$ cat src/rtl/adder_tree_pkg.sv
`default_nettype none
// ============================================================================
// Package  : adder_tree_pkg
// Brief    : Shared state encoding, default sizes and width helper for the
//            time-multiplexed adder tree sequencer.
// Revision : 1.0
// ============================================================================
package adder_tree_pkg;

  typedef enum logic [1:0] {
    IDLE   = 2'd0,
    LOAD   = 2'd1,
    REDUCE = 2'd2,
    DONE   = 2'd3
  } state_t;

  localparam int DATA_W_DEF     = 16;
  localparam int N_OPERANDS_DEF = 32;

  // Each tree level adds one carry bit to the running total.
  function automatic int calc_sum_w(input int data_w, input int n_operands);
    return data_w + $clog2(n_operands);
  endfunction

endpackage
`default_nettype wire

$ cat src/rtl/tree_pair_adder.sv
`default_nettype none
// ============================================================================
// Module   : tree_pair_adder
// Brief    : Unsigned W-bit pair adder with a carry-extended W+1-bit result.
// Revision : 1.0
// ============================================================================
module tree_pair_adder
  import adder_tree_pkg::*;
#(
  parameter int W = DATA_W_DEF
) (
  input  logic [W-1:0] a,
  input  logic [W-1:0] b,
  output logic [W:0]   sum
);

  assign sum = {1'b0, a} + {1'b0, b};

endmodule
`default_nettype wire

$ cat src/rtl/adder_tree_sequencer.sv
`default_nettype none
// ============================================================================
// Module   : adder_tree_sequencer
// Brief    : Reduces a stream of N unsigned operands to their full-width sum
//            using a single pair adder over an in-place scratch buffer.
// Revision : 1.0
// ============================================================================
module adder_tree_sequencer
  import adder_tree_pkg::*;
#(
  parameter  int N_OPERANDS = N_OPERANDS_DEF,
  parameter  int DATA_W     = DATA_W_DEF,
  localparam int LEVELS     = $clog2(N_OPERANDS),
  localparam int SUM_W      = calc_sum_w(DATA_W, N_OPERANDS)
) (
  input  logic              clk,
  input  logic              rst,
  input  logic              flush,
  input  logic              in_valid,
  output logic              in_ready,
  input  logic [DATA_W-1:0] in_data,
  output logic              out_valid,
  input  logic              out_ready,
  output logic [SUM_W-1:0]  out_sum,
  output logic              busy,
  output logic [2:0]        level
);

  localparam int ADD_W = SUM_W - 1;
  localparam int IDX_W = (LEVELS > 1) ? LEVELS - 1 : 1;
  localparam int BUF_N = N_OPERANDS / 2;

  state_t             r_state;
  state_t             w_state_nxt;
  logic [LEVELS-1:0]  r_opcnt;
  logic [IDX_W-1:0]   r_pair;
  logic [DATA_W-1:0]  r_pair_reg;
  logic [SUM_W-1:0]   r_buf [BUF_N];
  logic [2:0]         r_level;
  logic               r_out_valid;

  logic               w_flush;
  logic               w_xfer;
  logic               w_last_op;
  logic               w_pair_last;
  logic               w_final;
  logic               w_wr_en;
  logic [IDX_W-1:0]   w_pair_max;
  logic [IDX_W-1:0]   w_rd_a;
  logic [IDX_W-1:0]   w_rd_b;
  logic [IDX_W-1:0]   w_wr_idx;
  logic [ADD_W-1:0]   w_add_a;
  logic [ADD_W-1:0]   w_add_b;
  logic [SUM_W-1:0]   w_add_sum;

  assign in_ready  = (r_state == LOAD);
  assign out_valid = r_out_valid;
  assign out_sum   = r_buf[0];
  assign busy      = (r_state != IDLE);
  assign level     = r_level;

  assign w_flush     = flush && (r_state != IDLE);
  assign w_xfer      = in_valid && in_ready && !flush;
  assign w_last_op   = w_xfer && (r_opcnt == LEVELS'(N_OPERANDS - 1));
  // Entries at level L are produced from N >> (L-1) entries of the level below.
  assign w_pair_max  = IDX_W'((N_OPERANDS >> r_level) - 1);
  assign w_pair_last = (r_pair == w_pair_max);
  assign w_final     = (r_state == REDUCE) && w_pair_last && (r_level == 3'(LEVELS));
  assign w_rd_a      = IDX_W'({r_pair, 1'b0});
  assign w_rd_b      = IDX_W'({r_pair, 1'b1});

  // The single adder serves both the level-1 pair sums and the later levels.
  always_comb begin
    w_add_a = ADD_W'(r_pair_reg);
    w_add_b = ADD_W'(in_data);
    if (r_state == REDUCE) begin
      w_add_a = r_buf[w_rd_a][ADD_W-1:0];
      w_add_b = r_buf[w_rd_b][ADD_W-1:0];
    end
  end

  tree_pair_adder #(
    .W (ADD_W)
  ) u_pair_adder (
    .a   (w_add_a),
    .b   (w_add_b),
    .sum (w_add_sum)
  );

  assign w_wr_en  = (w_xfer && r_opcnt[0]) || ((r_state == REDUCE) && !flush);
  assign w_wr_idx = (r_state == REDUCE) ? r_pair : IDX_W'(r_opcnt >> 1);

  always_ff @(posedge clk or posedge rst) begin
    if (rst) begin
      r_state <= IDLE;
    end else begin
      r_state <= w_state_nxt;
    end
  end

  always_comb begin
    w_state_nxt = r_state;
    case (r_state)
      IDLE:    w_state_nxt = LOAD;
      LOAD:    if (w_last_op) w_state_nxt = (LEVELS == 1) ? DONE : REDUCE;
      REDUCE:  if (w_final) w_state_nxt = DONE;
      DONE:    if (out_ready) w_state_nxt = LOAD;
      default: w_state_nxt = IDLE;
    endcase
    if (w_flush) begin
      w_state_nxt = LOAD;
    end
  end

  always_ff @(posedge clk or posedge rst) begin
    if (rst) begin
      r_opcnt     <= '0;
      r_pair      <= '0;
      r_pair_reg  <= '0;
      r_level     <= 3'd0;
      r_out_valid <= 1'b0;
    end else if (w_flush) begin
      r_opcnt     <= '0;
      r_pair      <= '0;
      r_pair_reg  <= '0;
      r_level     <= 3'd1;
      r_out_valid <= 1'b0;
    end else begin
      case (r_state)
        IDLE: begin
          r_level <= 3'd1;
        end
        LOAD: begin
          if (w_xfer) begin
            if (!r_opcnt[0]) begin
              r_pair_reg <= in_data;
            end
            // Wraps to zero on the N-th transfer.
            r_opcnt <= r_opcnt + 1'b1;
            if (w_last_op) begin
              if (LEVELS == 1) begin
                r_out_valid <= 1'b1;
              end else begin
                r_level <= 3'd2;
              end
            end
          end
        end
        REDUCE: begin
          if (w_pair_last) begin
            r_pair <= '0;
            if (w_final) begin
              r_out_valid <= 1'b1;
            end else begin
              r_level <= r_level + 3'd1;
            end
          end else begin
            r_pair <= r_pair + 1'b1;
          end
        end
        DONE: begin
          if (out_ready) begin
            r_out_valid <= 1'b0;
            r_level     <= 3'd1;
            r_opcnt     <= '0;
            r_pair      <= '0;
            r_pair_reg  <= '0;
          end
        end
        default: begin
          r_level <= 3'd0;
        end
      endcase
    end
  end

  // In-place reduction is safe: write index i never exceeds read index 2i.
  always_ff @(posedge clk or posedge rst) begin
    if (rst) begin
      for (int k = 0; k < BUF_N; k++) begin
        r_buf[k] <= '0;
      end
    end else if (w_wr_en) begin
      r_buf[w_wr_idx] <= w_add_sum;
    end
  end

endmodule
`default_nettype wire

$ cat config.mk
export PLATFORM = sky130hd
export DESIGN_NAME = adder_tree_sequencer
export DESIGN_NICKNAME = d
export VERILOG_FILES = /design/src/rtl/adder_tree_pkg.sv /design/src/rtl/tree_pair_adder.sv /design/src/rtl/adder_tree_sequencer.sv
export SDC_FILE = /design/constraint.sdc
export NUM_CORES = 1
export LEC_CHECK = 0
export CAP_MARGIN = 20
export CORE_ASPECT_RATIO = 0.8
export CORE_MARGIN = 1
export CORE_UTILIZATION = 40
export CTS_BUF_LIST = sky130_fd_sc_hd__clkbuf_8
export CTS_CLUSTER_SIZE = 25
export DETAILED_ROUTE_END_ITERATION = 12
export HOLD_SLACK_MARGIN = 0.1
export PLACE_DENSITY = 0.58
export SKIP_LAST_GASP = 1
export SLEW_MARGIN = 30
export SYNTH_ARGS = -nofsm -noshare
export SYNTH_HDL_FRONTEND = slang
export SYNTH_HIERARCHICAL = 1
export SYNTH_SLANG_ARGS = --single-unit
$ cat constraint.sdc
create_clock -name clk -period 16.2 [get_ports clk]
set_clock_uncertainty 0.1 [all_clocks]
set_input_delay 3.24 -clock clk [delete_from_list [all_inputs] [get_ports clk]]
set_output_delay 3.24 -clock clk [all_outputs]
set_load 0.005 [all_outputs]
# Word-level counts from Yosys, hierarchy flattened
# Index checks and enable logic that the tools add are counted.
# word_totals
regBits	367
latchBits	0
ramBits	0
romBits	0
in_bits	21
out_inout_bits	27
wordCells	111
n_memories	0
# op_classes
n_addsub	5
n_mul	0
div	0
n_lt_le_gt_ge	4
n_eq_ne	13
shift	1
n_mux	42
bitwise	3
reduce_logical	21
# op_table
cell	count
336-bit bitwise mux	1
21-bit binary-select mux with 4-bit select	2
20-bit 2-to-1 mux	6
21-bit demux with 4-bit select	1
16-bit 2-to-1 mux	4
16-bit case mux with 2 select lines	1
20-bit by 20-bit adder with 21-bit output	1
21-bit 2-to-1 mux	1
3-bit 2-to-1 mux	6
4-bit 2-to-1 mux	4
5-bit >= comparator (second input constant)	3
5-bit 2-to-1 mux	3
4-bit inverter with 5-bit output	3
3-bit inequality test (second input constant)	4
3-bit case mux with 4 select lines	1
5-bit case mux with 2 select lines	1
1-bit logical AND	9
2-bit 2-to-1 mux	4
2-bit case mux with 4 select lines	1
4-bit case mux with 2 select lines	1
4-bit AND reduction	2
3-bit by 1-bit inequality test with 1-bit output (second input constant)	2
3-bit AND reduction	2
3-bit nonzero test	2
other kinds (20)	24

# Depth between registers and ports, before layout
# Gate-level depths: netlist of the first run.
# depth
ltp_word	9
depth_mapped	18
ltp_nobuf	13

# By module
# Netlist of the first run, hierarchy kept.
# modules_own_cells
mod	instances	cells_each	area_each_um2	seq_area_each_um2
adder_tree_sequencer	1	1240	16768.6	8808.4
tree_pair_adder	1	151	1173.6	0.0

# Least setup slack after synthesis of the first run
# OpenSTA, ideal clock, no wires.
# synth_timing
path_kind	input-to-reg
start	input in_data[0]
end	register r_buf[119] in the netlist's numbering
setup_ps	65
arrival_ps	5616
t_required_ps	16035
slack_ps	10419
path_stages	12
n_path_buf	1
cell_sequence	nor2_1 > a31oi_1 > ha_1 > inv_1 > fa_1 > nand2b_1 > a21oi_2 > o21ai_2 > a311oi_1 > mux2i_1 > clkbuf_1 > mux2_2
# synth_via
elab_chain_cells	3
# synth_lines
element	line	text
start, declared	adder_tree_sequencer.sv:21	input logic [DATA_W-1:0] in_data,
20-bit 2-to-1 mux	adder_tree_sequencer.sv:76	if (r_state == REDUCE) begin
via w_add_b[0]	adder_tree_sequencer.sv:53	logic [ADD_W-1:0] w_add_b;
20-bit by 20-bit adder with 21-bit output	tree_pair_adder.sv:17	assign sum = {1'b0, a} + {1'b0, b};
via w_add_sum[14]	adder_tree_sequencer.sv:54	logic [SUM_W-1:0] w_add_sum;
336-bit bitwise mux	adder_tree_sequencer.sv:184	r_buf[w_wr_idx] <= w_add_sum;
end signal, assigned by index	adder_tree_sequencer.sv:184	
end, declared	adder_tree_sequencer.sv:38	logic [SUM_W-1:0] r_buf [BUF_N];
# The timed path passes the listed nets, and every way through them passes these cells.
# A chain may end at the register's enable or synchronous reset.

# Final worst setup path of the first run
# layout_timing
start	input in_data[0]
end	register r_buf[203] in the netlist's numbering
# The elaborated chain is that of the path after synthesis.

==> impl_metrics.toml, run 1 <==
[clock_network]
htree_levels = 2
cts-root-to-sink-buffers = 3
clockRootBuffer = "sky130_fd_sc_hd__clkbuf_8"
clk_transition_reported_paths_ns = 0.06
tritoncts.num_buffers = 57
cts.repair.resized = 0
tritoncts = "yes"
hold_bufs_at_cts = 0
numClockSinks = 352
insertion_delay_ns = 0.62
cts.repair_timing.setup_buffer_count = 0

[critical_path]
r2r.worst_path.cells = 13
r2r-start = "r_pair[1]"
cp_data_arrival_time_ns = 6.74
setup.worst_path.start_class = "input pin"
critical_path_buf_inv_count = 2
reg2reg_setup_slack_ns = 10.92
timing.critical_path.slowest_cell_delay_ns = 0.72
crit_chain = "clkdlybuf4s50_1 -> nor2_1 -> a31oi_1 -> ha_1 -> inv_1 -> fa_1 -> nand2b_1 -> a21oi_2 -> o21ai_2 -> a311oi_1 -> mux2i_2 -> mux2_2"
setup_cp_type = "in -> reg"
capture_instance_of_the_worst_register_to_register_path = "r_buf[203]"
critPathCaptureType = "flip-flop"
worst_ep_required_time_ns = 16.64
critPathSlowestCell = "sky130_fd_sc_hd__mux2i_2"
critical-path-top-delay-family = "multiplexers"
critical_path_fanouts_max = 16

[global_route]
grt_max_degree = 105
track_usage = 0.199
initial_antenna_violation_count = 0
grt_pass1_vias = 11600
grt_overflow_total = 0
global_route_wire_length_before_repair_um = 69700

[timing]
grt_setup_unrepaired = "no"
hold_viol = 0
fin_setup_tns_ns = 0
worst-slew-pin-transition_ns = 0.907
slew_viol_final = 0
setup_viol = 0
worst_slew_margin_rel = 0.393
max_freq_mhz = 159
final.min_clock_period_ns = 6.29
period_share = 0.389

[power_and_ir_drop]
total_switching_power_uw = 674
comb_power_share = 0.215
peak_supply_drop_mv = 0.0664
power.density_cell_area_mw_per_mm2 = 112
post-layout-total-power_uw = 2240
power_leakage_uw = 0.00937
clock_power_share = 0.327
p_seq_frac = 0.458
p_int_uw = 1560
switching_share = 0.301

[drt]
first_pass_iters = 5
detail-route-antenna-nets = 0
route.detailed.wl_per_inst_um = 21.6
routed-via-count = 11200
remaining_drc_errors = 0
detailedRoute.firstIterationViolations = 603
post_drt_via_cell_ratio = 5.50
drt_wl_total_um = 43800

[synth]
netlist_area_mm2 = 0.0179
synth_top_area_share = 0.491
netlist.top_cell.by_area = "sky130_fd_sc_hd__dfrtp_1"
ys_seq_elements = 352
synthesized_netlist_cell_count = 1391
syn_nets = 1447
ys_async_sr_fraction = 1.00
predominant_post_synthesis_flop_cell = "sky130_fd_sc_hd__dfrtp_1"
seq_area_frac_synth = 0.491
synth_enable_flop_cells = 0
synth-warning-count = 6
netlist_top_cells_area = "sky130_fd_sc_hd__dfrtp_1, sky130_fd_sc_hd__mux2_2, sky130_fd_sc_hd__mux4_2, sky130_fd_sc_hd__nand2_1, sky130_fd_sc_hd__ha_1"
synth_cell_types = 71
syn-mean-instance-area_um2 = 12.9

[min_path]
hold_path_class = "reg -> reg"
holdPathStages = 2
hold_end = "r_pair_reg[8]"
hold_path.startpoint = "r_pair_reg[8]"

[cells_and_area]
areaGrowthSynthToFinish_pct = 11.1
utilization = 0.450
post_route_cells_drive_above_1_share = 0.372
largest_register_ffs = 300
nets = 1447
antennaDiodeCount = 0

[floorplanning]
row_count = 69
initial_core_util = 0.405
die_span_x_um = 239
die_h_um = 191
floorplan.die_area_mm2 = 0.0457
design.core.area_mm2 = 0.0443
ioPinCount = 48

[flow_run]
drv.max_cap_violation_count = 0

[placed_design]
port_buffers = 47
finalWeightedCongestion = 0.819
hpwl_after_detailed_placement_um = 26400

[status]
run_status = "finished, final reports clean"
==> cell usage in the layout, fill, tap and decap left out, drive strengths merged, types with 4 or more instances in the layout <==
master / n
a211oi: 5
a21boi: 11
a21o: 4
a21oi: 23
a31oi: 36
and2: 6
buf: 21
clkbuf: 66
clkdlybuf4s50: 47
dfrtp: 352
ha: 34
inv: 50
mux2: 321
mux4: 80
nand2: 164
nand2b: 8
nand3: 14
nor2: 51
nor3: 7
o211ai: 7
o21ai: 36
o32ai: 6
or2: 4
xnor2: 10
xor2: 10
==> through the flow <==
step / instance area (µm²) / std cells / setup WS [ns] / hold slack [ns]
detailed placement: 18800 / 1935 / 9.31 / 0.371
finish: 19900 / 2034 / 9.91 / 0.381
global route: 19900 / 2034 / 9.74 / 0.394
floorplan: 17900 / 1391 / 3.10 / 0.351
CTS: 19900 / 2034 / 9.98 / 0.385
global placement: 18700 / 1934 / 9.21 / 0.363
==> metal layers <==
metal / up-vias / part of all wire / wire length [µm] / global-route usage
li1: 5047 / - / - / -
met1: 5904 / 0.49 / 21700 / 0.291
met2: 180 / 0.45 / 19700 / 0.305
met3: 53 / 0.043 / 1880 / 0.0364
met4: 0 / 0.015 / 636 / 0.0461
met5: - / 0 / 0 / 0
==> final cells by class <==
cell class / instances / area, µm²
tap: 603 / 754
sequential: 352 / 8820
inverter: 22 / 91.3
clock inverter: 33 / 156
fill: 3979 / 24400
multi-input combinational: 890 / 8540
timing repair buffer: 68 / 668
clock buffer: 66 / 908
==> worst max-delay path by stage <==
| stage | startpoint | endpoint | slack [ns] | depth (start not counted) |
|---|---|---|---|---|
| detailed placement | in_data[0] | r_buf[203] | 9.31 | 12 |
| global route | in_data[0] | r_buf[203] | 9.74 | 12 |
| CTS | in_data[0] | r_buf[203] | 9.98 | 12 |
| floorplan | rst | level[0] | 3.10 | 1 |
| finish | in_data[0] | r_buf[203] | 9.91 | 12 |
| global placement | in_data[0] | r_buf[119] | 9.21 | 12 |
==> worst reg2reg max path, cell delays in order, from the launching register on <==
cell and delay (ns):
sky130_fd_sc_hd__dfrtp_4 0.90, sky130_fd_sc_hd__buf_4 0.78, sky130_fd_sc_hd__mux4_2 0.36, sky130_fd_sc_hd__nand2_1 0.06
sky130_fd_sc_hd__a31oi_1 0.23, sky130_fd_sc_hd__ha_1 0.25, sky130_fd_sc_hd__inv_1 0.08, sky130_fd_sc_hd__fa_1 0.43
sky130_fd_sc_hd__nand2b_1 0.20, sky130_fd_sc_hd__a21oi_2 0.28, sky130_fd_sc_hd__o21ai_2 0.15, sky130_fd_sc_hd__a311oi_1 0.37
sky130_fd_sc_hd__mux2i_2 0.72, sky130_fd_sc_hd__mux2_2 0.29
==> power by group through the flow <==
| stage | combinational (µW) | clock [µW] | sequential [µW] |
|---|---|---|---|
| finish | 482 | 731 | 1020 |
| global route | 526 | 789 | 1040 |
| CTS | 486 | 753 | 1030 |
| detailed placement | 483 | 0 | 1040 |
| global placement | 469 | 0 | 1040 |
| floorplan | 385 | 0 | 997 |
==> cells by family after synthesis <==
family,after synthesis,share of synthesized area
compound gates,160,0.0647
simple gates,270,0.0634
mux,404,0.304
buf+inv,149,0.0415
fa+ha+maj,35,0.0248
flops,352,0.491
xor+xnor,21,0.0111
==> cells in the mapped netlist (4+ instances only) <==
cell,count
sky130_fd_sc_hd__and2_1,6
sky130_fd_sc_hd__nand3_1,14
sky130_fd_sc_hd__nor3_1,6
sky130_fd_sc_hd__xor2_1,10
sky130_fd_sc_hd__a211oi_1,4
sky130_fd_sc_hd__clkbuf_1,44
sky130_fd_sc_hd__nor2_1,51
sky130_fd_sc_hd__mux2_2,309
sky130_fd_sc_hd__o211ai_1,6
sky130_fd_sc_hd__buf_4,22
sky130_fd_sc_hd__buf_2,50
sky130_fd_sc_hd__o21ai_0,31
sky130_fd_sc_hd__a21boi_0,10
sky130_fd_sc_hd__nand2b_1,8
sky130_fd_sc_hd__or2_2,4
sky130_fd_sc_hd__a21o_1,4
sky130_fd_sc_hd__mux2_1,12
sky130_fd_sc_hd__mux4_2,80
sky130_fd_sc_hd__a21oi_1,18
sky130_fd_sc_hd__o32ai_1,6
sky130_fd_sc_hd__nand2_1,164
sky130_fd_sc_hd__ha_1,34
sky130_fd_sc_hd__a31oi_1,36
sky130_fd_sc_hd__buf_1,4
sky130_fd_sc_hd__dfrtp_1,352
sky130_fd_sc_hd__xnor2_1,10
sky130_fd_sc_hd__inv_1,21
sky130_fd_sc_hd__buf_6,5
Note: power is estimated with default switching activity, not from simulation.
==> run 2, diff against run 1 <==
--- a/config.mk
+++ b/config.mk
@@ -13,7 +13,7 @@
 export CTS_CLUSTER_SIZE = 25
 export DETAILED_ROUTE_END_ITERATION = 12
 export HOLD_SLACK_MARGIN = 0.1
-export PLACE_DENSITY = 0.58
+export PLACE_DENSITY = 0.6
 export SKIP_LAST_GASP = 1
 export SLEW_MARGIN = 30
 export SYNTH_ARGS = -nofsm -noshare
==> constraint.sdc (replaced) <==
create_clock -name clk -period 5.6 [get_ports clk]
set_clock_uncertainty 0.1 [all_clocks]
set_input_delay 1.12 -clock clk [delete_from_list [all_inputs] [get_ports clk]]
set_output_delay 1.12 -clock clk [all_outputs]
set_load 0.005 [all_outputs]
==> run 2 against run 1 <==
Setup slack got worse by 8.8 ns. Sequential power rose to 2.9 times the previous value. Wire length barely moved. Combinational power rose to 3.0 times the previous value. Register-to-register slack got worse by 9.8 ns. Sequential cell count did not move. Worst hold slack got worse by 0.0013 ns. Clock power rose to 3.2 times the previous value. Global-route usage rose by 0.10 points. Utilization rose by 0.56 points. Largest cell class unchanged.
==> impl_metrics.toml, run 2 (synthesis gave the netlist of run 1 again) <==
[critical_path]
cp-endpoint = "r_buf[56]"
capture_instance_of_the_worst_register_to_register_path = "r_buf[56]"
critPathCaptureType = "flip-flop"
reg2reg_setup_slack_ns = 1.14
r2r-start = "r_pair[0]"
setup.worst_path.start_class = "flip-flop"
critical_path_fanouts_max = 29
worst_ep_required_time_ns = 6.04
r2r.worst_path.cells = 11
cp_data_arrival_time_ns = 4.90
setup_cp_type = "reg -> reg"
launching_element_of_the_worst_setup_path = "r_pair[0]"

[timing]
finalWorstSetupSlack_ns = 1.14
worst_slew_margin_rel = 0.368
worst-slew-pin-transition_ns = 0.948
max_freq_mhz = 224
slew_viol_final = 0
fin_setup_tns_ns = 0
period_share = 0.796
final.min_clock_period_ns = 4.46
hold_viol = 0
setup_viol = 0
grt_setup_unrepaired = "no"

[floorplanning]
design.core.area_mm2 = 0.0443
ioPinCount = 48
initial_core_util = 0.405
row_count = 69
floorplan.die_area_mm2 = 0.0457
die_h_um = 191
die_span_x_um = 239

[clock_network]
tritoncts = "yes"
htree_levels = 2
hold_bufs_at_cts = 0
tritoncts.num_buffers = 58
clockRootBuffer = "sky130_fd_sc_hd__clkbuf_8"
cts.repair.resized = 0
insertion_delay_ns = 0.63
numClockSinks = 352
cts.repair_timing.setup_buffer_count = 0
clk_transition_reported_paths_ns = 0.06
cts-root-to-sink-buffers = 3

[drt]
first_pass_iters = 4
drt_wl_total_um = 43800
post_drt_via_cell_ratio = 5.50
route.detailed.wl_per_inst_um = 21.4
routed-via-count = 11300
detailedRoute.firstIterationViolations = 708
detail-route-antenna-nets = 0
remaining_drc_errors = 0

[cells_and_area]
nets = 1459
post_route_cells_drive_above_1_share = 0.383
areaGrowthSynthToFinish_pct = 12.5
antennaDiodeCount = 0
largest_register_ffs = 300
leading_cell_types_in_the_layout_fill_and_taps_excluded = "sky130_fd_sc_hd__dfrtp_1, sky130_fd_sc_hd__mux2_2, sky130_fd_sc_hd__nand2_1, sky130_fd_sc_hd__mux4_2, sky130_fd_sc_hd__clkbuf_8"
final_common_cell = "sky130_fd_sc_hd__dfrtp_1"

[flow_run]
drv.max_cap_violation_count = 0

[placed_design]
finalWeightedCongestion = 0.817
hpwl_after_detailed_placement_um = 26200
port_buffers = 47
pre_cts_slack_ns = 0.741

[global_route]
grt_pass1_vias = 11600
track_usage = 0.200
grt_max_degree = 118
grt_overflow_total = 0
global_route_wire_length_before_repair_um = 69600
initial_antenna_violation_count = 0

[power_and_ir_drop]
power.density_cell_area_mw_per_mm2 = 333
peak_supply_drop_mv = 0.187
power_leakage_uw = 0.00947
post-layout-total-power_uw = 6730

[status]
run_status = "finished, final reports clean"

[min_path]
hold_path_class = "reg -> reg"
==> run 2: changes by cell type in the layout (fill, tap and decap cells not counted), sizes merged <==
cell	before	now
inv	50	41
clkinv	3	6
clkbuf	66	72
buf	21	32
bufinv	1	3
==> run 2: worst min-delay path by stage <==
| stage | start | endpoint | slack, ns | cells after the start |
|---|---|---|---|---|
| 2_1_floorplan | r_pair_reg[0] | r_pair_reg[0] | 0.35 | 2 |
| 3_3_place_gp | r_pair_reg[15] | r_pair_reg[15] | 0.36 | 2 |
| 3_5_place_dp | r_pair_reg[12] | r_pair_reg[12] | 0.37 | 2 |
| 4_1_cts | r_pair_reg[12] | r_pair_reg[12] | 0.38 | 2 |
| 5_1_grt | r_buf[220] | r_buf[220] | 0.41 | 1 |
| 6_report | r_pair_reg[9] | r_pair_reg[9] | 0.38 | 2 |
==> run 2: area by class of cell <==
cell class / instances / area (µm²)
sequential: 352 / 8820
tap: 603 / 754
clock inverter: 29 / 204
fill: 4046 / 24100
clock buffer: 72 / 991
timing repair buffer: 79 / 806
multi-input combinational: 890 / 8530
inverter: 22 / 86.3
==> run 2: worst max-delay path: stages (launching register included) <==
cell                       delay, ns
sky130_fd_sc_hd__dfrtp_4        0.81
sky130_fd_sc_hd__buf_12         0.28
sky130_fd_sc_hd__buf_4          0.25
sky130_fd_sc_hd__mux4_2         0.55
sky130_fd_sc_hd__nand2_1        0.10
sky130_fd_sc_hd__a31oi_1        0.11
sky130_fd_sc_hd__ha_1           0.42
sky130_fd_sc_hd__nand2_1        0.18
sky130_fd_sc_hd__and2_1         0.22
sky130_fd_sc_hd__a311oi_1       0.37
sky130_fd_sc_hd__mux2i_2        0.67
sky130_fd_sc_hd__mux2_2         0.28
==> run 2: power by group <==
| part | leakage, µW | total, µW | internal, µW | switching, µW |
|---|---|---|---|---|
| clock | 0.000690 | 2350 | 1290 | 1060 |
| sequential | 0.00482 | 2930 | 2760 | 172 |
| combinational | 0.00396 | 1460 | 685 | 770 |
| total | 0.00947 | 6730 | 4730 | 2000 |
==> run 2: routing by layer <==
layer | up-vias | share of wire | track usage
met5 | - | 0 | 0
met4 | 0 | 0.020 | 0.0515
met3 | 64 | 0.045 | 0.0318
met2 | 231 | 0.44 | 0.300
met1 | 5901 | 0.49 | 0.299
li1 | 5061 | - | -
==> run 2: per-stage QoR <==
stage / cells / hold slack [ns] / util / cell area (µm²)
floorplan: 1391 / 0.351 / - / 17900
global placement: 1944 / 0.363 / 0.425 / 18800
detailed placement: 1945 / 0.372 / 0.428 / 18900
CTS: 2046 / 0.385 / 0.455 / 20100
global route: 2047 / 0.406 / 0.456 / 20200
finish: 2047 / 0.380 / 0.456 / 20200
